`src/rtl/hsv_core_commit_ctrl.sv`:
```
// Commit-stage controller: retires in-order beats, turns trap/mret/redirect/wfi into ctrl_* events
// and answers the global flush handshake. Optional token matching: define HSV_COMMIT_TOKEN_CHECK_EN.
module hsv_core_commit_ctrl #(
  parameter int TOKEN_W = 3
) (
  input  logic               clk_core,
  input  logic               rst_core_n,
  input  logic               in_valid,
  output logic               in_ready,
  input  logic [TOKEN_W-1:0] in_token,
  input  logic [31:0]        in_pc,
  input  logic [31:0]        in_next_pc,
  input  logic               in_trap,
  input  logic [4:0]         in_trap_cause,
  input  logic [31:0]        in_trap_value,
  input  logic               in_mode_return,
  input  logic               in_redirect,
  input  logic               in_wfi,
  output logic [TOKEN_W-1:0] commit_token,
  output logic               ctrl_flush_begin,
  output logic               ctrl_trap,
  output logic [4:0]         ctrl_trap_cause,
  output logic [31:0]        ctrl_trap_value,
  output logic               ctrl_mode_return,
  output logic [31:0]        ctrl_next_pc,
  output logic               ctrl_commit,
  input  logic               ctrl_wait_irq,
  input  logic               ctrl_begin_irq,
  input  logic               flush_req,
  output logic               flush_ack_commit
);

  typedef enum logic [1:0] {
    S_RUN   = 2'd0,
    S_WAIT  = 2'd1,
    S_FLUSH = 2'd2
  } state_t;

  state_t state;
  logic   beat_fire;
  logic   beat_match;

  assign beat_fire = in_valid && in_ready;

`ifdef HSV_COMMIT_TOKEN_CHECK_EN
  assign beat_match = (in_token == commit_token);
  logic unused_inputs;
  assign unused_inputs = ctrl_wait_irq;
`else
  // Without token checking every accepted beat is trusted to be the next in order.
  assign beat_match = 1'b1;
  logic unused_inputs;
  assign unused_inputs = ^{ctrl_wait_irq, in_token};
`endif

  always_ff @(posedge clk_core) begin
    if (!rst_core_n) begin
      state            <= S_RUN;
      in_ready         <= 1'b1;
      commit_token     <= '0;
      ctrl_flush_begin <= 1'b0;
      ctrl_trap        <= 1'b0;
      ctrl_trap_cause  <= '0;
      ctrl_trap_value  <= '0;
      ctrl_mode_return <= 1'b0;
      ctrl_next_pc     <= '0;
      ctrl_commit      <= 1'b0;
      flush_ack_commit <= 1'b0;
    end else begin
      // NOTE: sequential state uses non-blocking assignments only; the pulse defaults below are
      // overridden later in the same block, so each pulse is high for exactly one cycle.
      ctrl_flush_begin <= 1'b0;
      ctrl_trap        <= 1'b0;
      ctrl_mode_return <= 1'b0;
      ctrl_commit      <= 1'b0;

      case (state)
        S_RUN: begin
          if (flush_req) begin
            // A beat arriving with the flush request is swallowed without effect.
            state            <= S_FLUSH;
            flush_ack_commit <= 1'b1;
          end else if (beat_fire && beat_match) begin
            commit_token <= commit_token + TOKEN_W'(1);
            if (in_trap) begin
              ctrl_trap        <= 1'b1;
              ctrl_flush_begin <= 1'b1;
              ctrl_trap_cause  <= in_trap_cause;
              ctrl_trap_value  <= in_trap_value;
              ctrl_next_pc     <= in_pc;
              state            <= S_FLUSH;
            end else if (in_mode_return) begin
              ctrl_commit      <= 1'b1;
              ctrl_mode_return <= 1'b1;
              ctrl_flush_begin <= 1'b1;
              state            <= S_FLUSH;
            end else if (in_redirect) begin
              ctrl_commit      <= 1'b1;
              ctrl_flush_begin <= 1'b1;
              ctrl_next_pc     <= in_next_pc;
              state            <= S_FLUSH;
            end else if (in_wfi) begin
              ctrl_commit <= 1'b1;
              in_ready    <= 1'b0;
              state       <= S_WAIT;
            end else begin
              ctrl_commit <= 1'b1;
            end
          end
        end

        S_WAIT: begin
          if (flush_req) begin
            state            <= S_FLUSH;
            in_ready         <= 1'b1;
            flush_ack_commit <= 1'b1;
          end else if (ctrl_begin_irq) begin
            state    <= S_FLUSH;
            in_ready <= 1'b1;
          end
        end

        S_FLUSH: begin
          // Beats are accepted and dropped until the handshake completes.
          if (flush_req) begin
            flush_ack_commit <= 1'b1;
          end else if (flush_ack_commit) begin
            flush_ack_commit <= 1'b0;
            state            <= S_RUN;
          end
        end

        default: begin
          state    <= S_RUN;
          in_ready <= 1'b1;
        end
      endcase
    end
  end

endmodule
```
`config.mk`:
```
export PLATFORM = sky130hd
export DESIGN_NAME = hsv_core_commit_ctrl
export DESIGN_NICKNAME = d
export VERILOG_FILES = /design/src/rtl/hsv_core_commit_ctrl.sv
export SDC_FILE = /design/constraint.sdc
export NUM_CORES = 1
export LEC_CHECK = 0
export ABC_AREA = 1
export ABC_CLOCK_PERIOD_IN_PS = 3800
export BUFFER_PORTS_ARGS = -buffer_cell sky130_fd_sc_hd__clkbuf_2
export CAP_MARGIN = 15
export CELL_PAD_IN_SITES_DETAIL_PLACEMENT = 0
export CELL_PAD_IN_SITES_GLOBAL_PLACEMENT = 1
export CORE_MARGIN = 2
export CORE_UTILIZATION = 32
export DETAILED_ROUTE_END_ITERATION = 8
export PLACE_DENSITY_LB_ADDON = 0.1
export SYNTH_ARGS = -nofsm -noshare
export SYNTH_HDL_FRONTEND = slang
export SYNTH_SLANG_ARGS = --single-unit
```
`constraint.sdc`:
```
create_clock -name clk_core -period 3.8 [get_ports clk_core]
set_input_delay 0.19 -clock clk_core [delete_from_list [all_inputs] [get_ports clk_core]]
set_output_delay 0.19 -clock clk_core [all_outputs]
set_load 0.03 [all_outputs]
```
==> Word level (Yosys, flattened, before mapping) <==
Cells that the tools add are included.
{ "op_classes": {"n_addsub": 1, "multipliers": 0, "div": 0, "order_cmp": 0, "n_eq_ne": 15, "shifts": 0, "n_mux": 32, "bitwise_logic": 5, "n_reduce_logical": 13} }
{ "ops": {"columns": ["cell", "count"], "rows": [
  ["$mux W32", 3],
  ["$mux W2", 10],
  ["$ne A2 B2 Y1 const B", 9],
  ["$mux W1", 16],
  ["$reduce_and A5 Y1", 2],
  ["$reduce_and A8 Y1", 1],
  ["$ne A3 B3 Y1 const B", 2],
  ["$ne A6 B6 Y1 const B", 1],
  ["$pmux W2 S3", 1],
  ["$not A1 Y1", 5],
  ["$reduce_or A5 Y1", 1],
  ["$reduce_and A4 Y1", 1],
  ["$reduce_bool A2 Y1", 2],
  ["$reduce_or A4 Y1", 1],
  ["$add A3 B1 Y3 const B", 1],
  ["$pmux W1 S3", 1],
  ["$reduce_and A3 Y1", 1],
  ["$eq A2 B1 Y1 const B", 1],
  ["$eq A2 B2 Y1 const B", 1],
  ["$logic_not A2 Y1", 1],
  ["$ne A2 B1 Y1 const B", 1],
  ["$pmux W1 S2", 1],
  ["$reduce_and A2 Y1", 1],
  ["$reduce_or A2 Y1", 1],
  ["$logic_and A1 B1 Y1", 1]
]} }
{ "word_totals": {"register_bits": 80, "latch_bits": 0, "ram_bits": 0, "mem_bits_ro": 0, "input_bits": 114, "output_inout_bits": 78, "wordCells": 77, "memories": 0} }

==> Depth between registers and ports, before layout <==
{ "depth": {"word_depth": 7, "depth_mapped": 8, "depth_no_buf": 7} }

==> Least setup slack after synthesis <==
OpenSTA, ideal clock, no wires.
{ "synth_path": {"path_kind": "register to register", "startpoint": "register in_ready", "endpoint": "register ctrl_next_pc[10]", "t_arrival_ps": 1396, "slack_ps": 2333, "path_stages_with_launch": 6, "n_path_buf": 1, "synth_period_minus_slack_ps": 1467, "path_cell_list": "dfxtp_1 nand2_1 nor2_2 clkbuf_1 nand4_1 a21oi_1"} }
{ "synth_between": {"elab_chain_len": 2} }
{ "synth_rtl": {"columns": ["element", "line_no", "source"], "rows": [
  ["start: declaration", "9", "output logic in_ready,"],
  ["start signal: assignment", "59", "in_ready <= 1'b1;"],
  ["start signal: assignment", "104", "in_ready <= 1'b0;"],
  ["start signal: assignment", "115", "in_ready <= 1'b1;"],
  ["$logic_and A1 B1 Y1", "43", "assign beat_fire = in_valid && in_ready;"],
  ["$reduce_and A5 Y1 (no source line)", null, null],
  ["end signal: assignment", "90", "ctrl_next_pc <= in_pc;"],
  ["end signal: assignment", "100", "ctrl_next_pc <= in_next_pc;"],
  ["end: declaration", "25", "output logic [31:0] ctrl_next_pc,"]
]} }
Every way passes these cells.
A chain may end at the register's enable or synchronous reset.

==> Worst setup path after layout <==
{ "layout_path": {"startpoint": "register state[0]", "endpoint": "register ctrl_trap_value[31]"} }
{ "layout_between": {"elab_chain_len": 2} }
{ "layout_rtl": {"columns": ["element", "line_no", "source"], "rows": [
  ["start: declaration", "39", "state_t state;"],
  ["start signal: assignment", "58", "state <= S_RUN;"],
  ["start signal: assignment", "81", "state <= S_FLUSH;"],
  ["start signal: assignment", "91", "state <= S_FLUSH;"],
  ["$logic_not A2 Y1", "77", "case (state)"],
  ["$reduce_and A4 Y1 (no source line)", null, null],
  ["end signal: assignment", "89", "ctrl_trap_value <= in_trap_value;"],
  ["end: declaration", "23", "output logic [31:0] ctrl_trap_value,"]
]} }
Every way passes these cells.

==> run_results.csv <==
group,metric,value,unit
cts,clkTransAtPathRegs,80,ps
cts,ctsRootBufferMaster,"clkbuf_8",
floorplanning,fp.dieW,108,µm
global_routing,grt_usage,18.0,%
critical_path,crit_arrival,1930,ps
routing,totalWireLength,10600,µm
layout,insertedDiodeCount,0,
layout,final_common_cell,"clkbuf_2",
timing,post-route-min-period,1710,ps
global_routing,grt_pass1_vias,3529,
logic_synthesis,synthAdderAreaFrac,0.364,%
logic_synthesis,synthCells,490,
global_routing,grt_first_pass_wirelength,16700,µm
logic_synthesis,syn_area,3440,µm²
logic_synthesis,ys_seq_area_share,46.5,%
run_status,status,"finished clean",
floorplanning,floorplan.initialDensity,33.2,%
timing,rsz0062_at_grt,"false",
timing,fin_skew,15.6,ps
placed_design,gp_congestion,0.809,
logic_synthesis,ys_types,22,
logic_synthesis,synth-seq-cells,80,
cts,cts_buffer_depth,2,
placed_design,pre_cts_ws,1930,ps
placed_design,hpwl,7120,µm
critical_path,startpoint_type,"register",
timing,setup_viol,0,
timing,worst_pin_slew,765,ps
worst_hold_path,worstHoldPathType,"in -> reg",
critical_path,critPathKind,"reg -> reg",
layout,final_layout_size_suffix_gt1_share,33.1,%
logic_synthesis,synthMuxAreaShare,0,%
pwr,p_leak,0.00226,µW
timing,max_freq,585,MHz
logic_synthesis,synth_xor_area_share,0.509,%
cts,cts_tree,"yes",
global_routing,antenna_found_initial,0,
layout,final_area,4680,µm²
cts,numCtsBuffers,9,
pwr,powerDensity,459,nW/µm²
placed_design,port_buffers,187,
timing,slew_violations,0,
layout,final_cell_mix,"clkbuf_2, nand2_1, dfxtp_1, a21oi_1, nand3_1",
floorplanning,rows,37,
cts,post_cts_buffers,0,
timing,period_share,45.0,%
critical_path,critPathRequiredTime,4030,ps
routing,first_iter_violations,210,
logic_synthesis,synth_top_family_by_area,"simple AND/OR/NAND/NOR gates",
logic_synthesis,synth_warnings,0,
layout,post-route-util,45.1,%
layout,area_growth,36.1,%
timing,finalHoldViolCount,0,
routing,avgViaCountPerCell,4.73,
routing,wl_per_cell,13.3,µm
global_routing,grt_max_degree,73,
critical_path,crit_path_end_kind,"register",
routing,firstDrtPassIters,4,
floorplanning,chipHeight,108,µm
layout,final_nets,772,
pwr,p_total,2150,µW
cts,clkLatencyLatePin,350,ps
timing,maxSlewHeadroom,49.0,%
logic_synthesis,avgSynthCellArea,7.02,µm²
timing,fin_ws,2090,ps
logic_synthesis,synth_compound_area_share,11.3,%
cts,cts_num_sinks,80,
logic_synthesis,syn-num-nets,605,
routing,postRouteAntennaNets,0,
routing,vias,3778,
floorplanning,die-area,11600,µm²
cts,htreeDepth,3,
placed_design,place_area,4430,µm²
timing,fin_setup_tns,0,ps
cts,cts_resized,0,
pwr,peakVddDrop,0.000204,V
logic_synthesis,synthSimpleGateAreaFrac,34.7,%
routing,drc,0,
critical_path,crit_fanout,40,
floorplanning,io_pins,192,
run,drv_cap,0,
cts,hold_buffers,0,
global_routing,gr-total-overflow,0,
floorplanning,core_area,10400,µm²
==> final cells by class <==
| type | count | area (µm²) |
|---|---|---|
| Fill cell | 1150 | 5690 |
| Multi-Input combinational cell | 357 | 1610 |
| Sequential cell | 80 | 1600 |
| Timing Repair Buffer | 195 | 996 |
| Tap cell | 136 | 170 |
| Clock buffer | 10 | 138 |
| Clock inverter | 6 | 113 |
| Inverter | 14 | 52.6 |
==> per-stage QoR <==
stage | instances | hold WS [ps]
finish | 798 | 85.2
global route | 798 | 69.0
CTS | 798 | 66.6
detailed placement | 782 | 451
global placement | 782 | 447
floorplan | 490 | 317
==> registers in the layout, summed over array words and instances, names as in the netlist <==
register / flops
ctrl_next_pc: 32
ctrl_trap_value: 32
ctrl_trap_cause: 5
commit_token: 3
state: 2
ctrl_commit: 1
ctrl_flush_begin: 1
ctrl_mode_return: 1
ctrl_trap: 1
flush_ack_commit: 1
in_ready: 1
==> metal layers <==
metal | track usage [%] | part of all wire [%] | vias up
met1 | 22.6 | 45 | 1695
met3 | 5.63 | 7.1 | 9
li1 | - | - | 1951
met2 | 30.1 | 47 | 123
met4 | 3.75 | 0.92 | 0
met5 | 0 | 0 | -
==> power by group <==
group          switching [µW]  internal [µW]  total (µW)
logic                     313            142         454
clock network             324            458         782
registers                29.9            884         914
total                     666           1480        2150
==> cells by family after synthesis <==
kind of cell | count (synthesis)
simple gates | 277
flops | 80
compound gates | 77
buf+inv | 53
xor+xnor | 2
fa+ha+maj | 1
==> path summary, 6_finish.rpt <==
kind	start	cells past startpoint	slack [ps]	endpoint
setup reg to reg	state[0]	8	2090	ctrl_trap_value[31]
hold / removal	in_trap_cause[2]	3	90	ctrl_trap_cause[2]
hold reg to reg	ctrl_next_pc[10]	2	460	ctrl_next_pc[10]
setup / recovery	state[0]	8	2090	ctrl_trap_value[31]
==> cells in the mapped netlist <==
cell	instances	area share (%)
nand2_1	185	20
dfxtp_1	80	47
a21oi_1	73	11
nand3_1	40	5.8
nand4_1	33	6.0
clkbuf_1	23	2.5
inv_1	12	1.3
nor2_1	12	1.3
buf_2	8	1.2
buf_1	4	0.44
buf_4	3	0.65
o21ai_0	3	0.44
inv_2	2	0.22
nor2_2	2	0.36
nor3_1	2	0.29
xor2_1	2	0.51
and2_1	1	0.18
buf_6	1	0.33
ha_1	1	0.36
nand2_2	1	0.18
nor2_4	1	0.33
o21ai_2	1	0.25
==> worst max-delay path, cell delays in order (launching register included) <==
cell	delay, ps
dfxtp_1	370
nor2_4	130
nand2_2	60
nor2_2	80
buf_4	370
nand2_1	90
buf_4	280
nand2_1	120
a21oi_1	60
No activity file was read; power rests on OpenSTA's default activity.
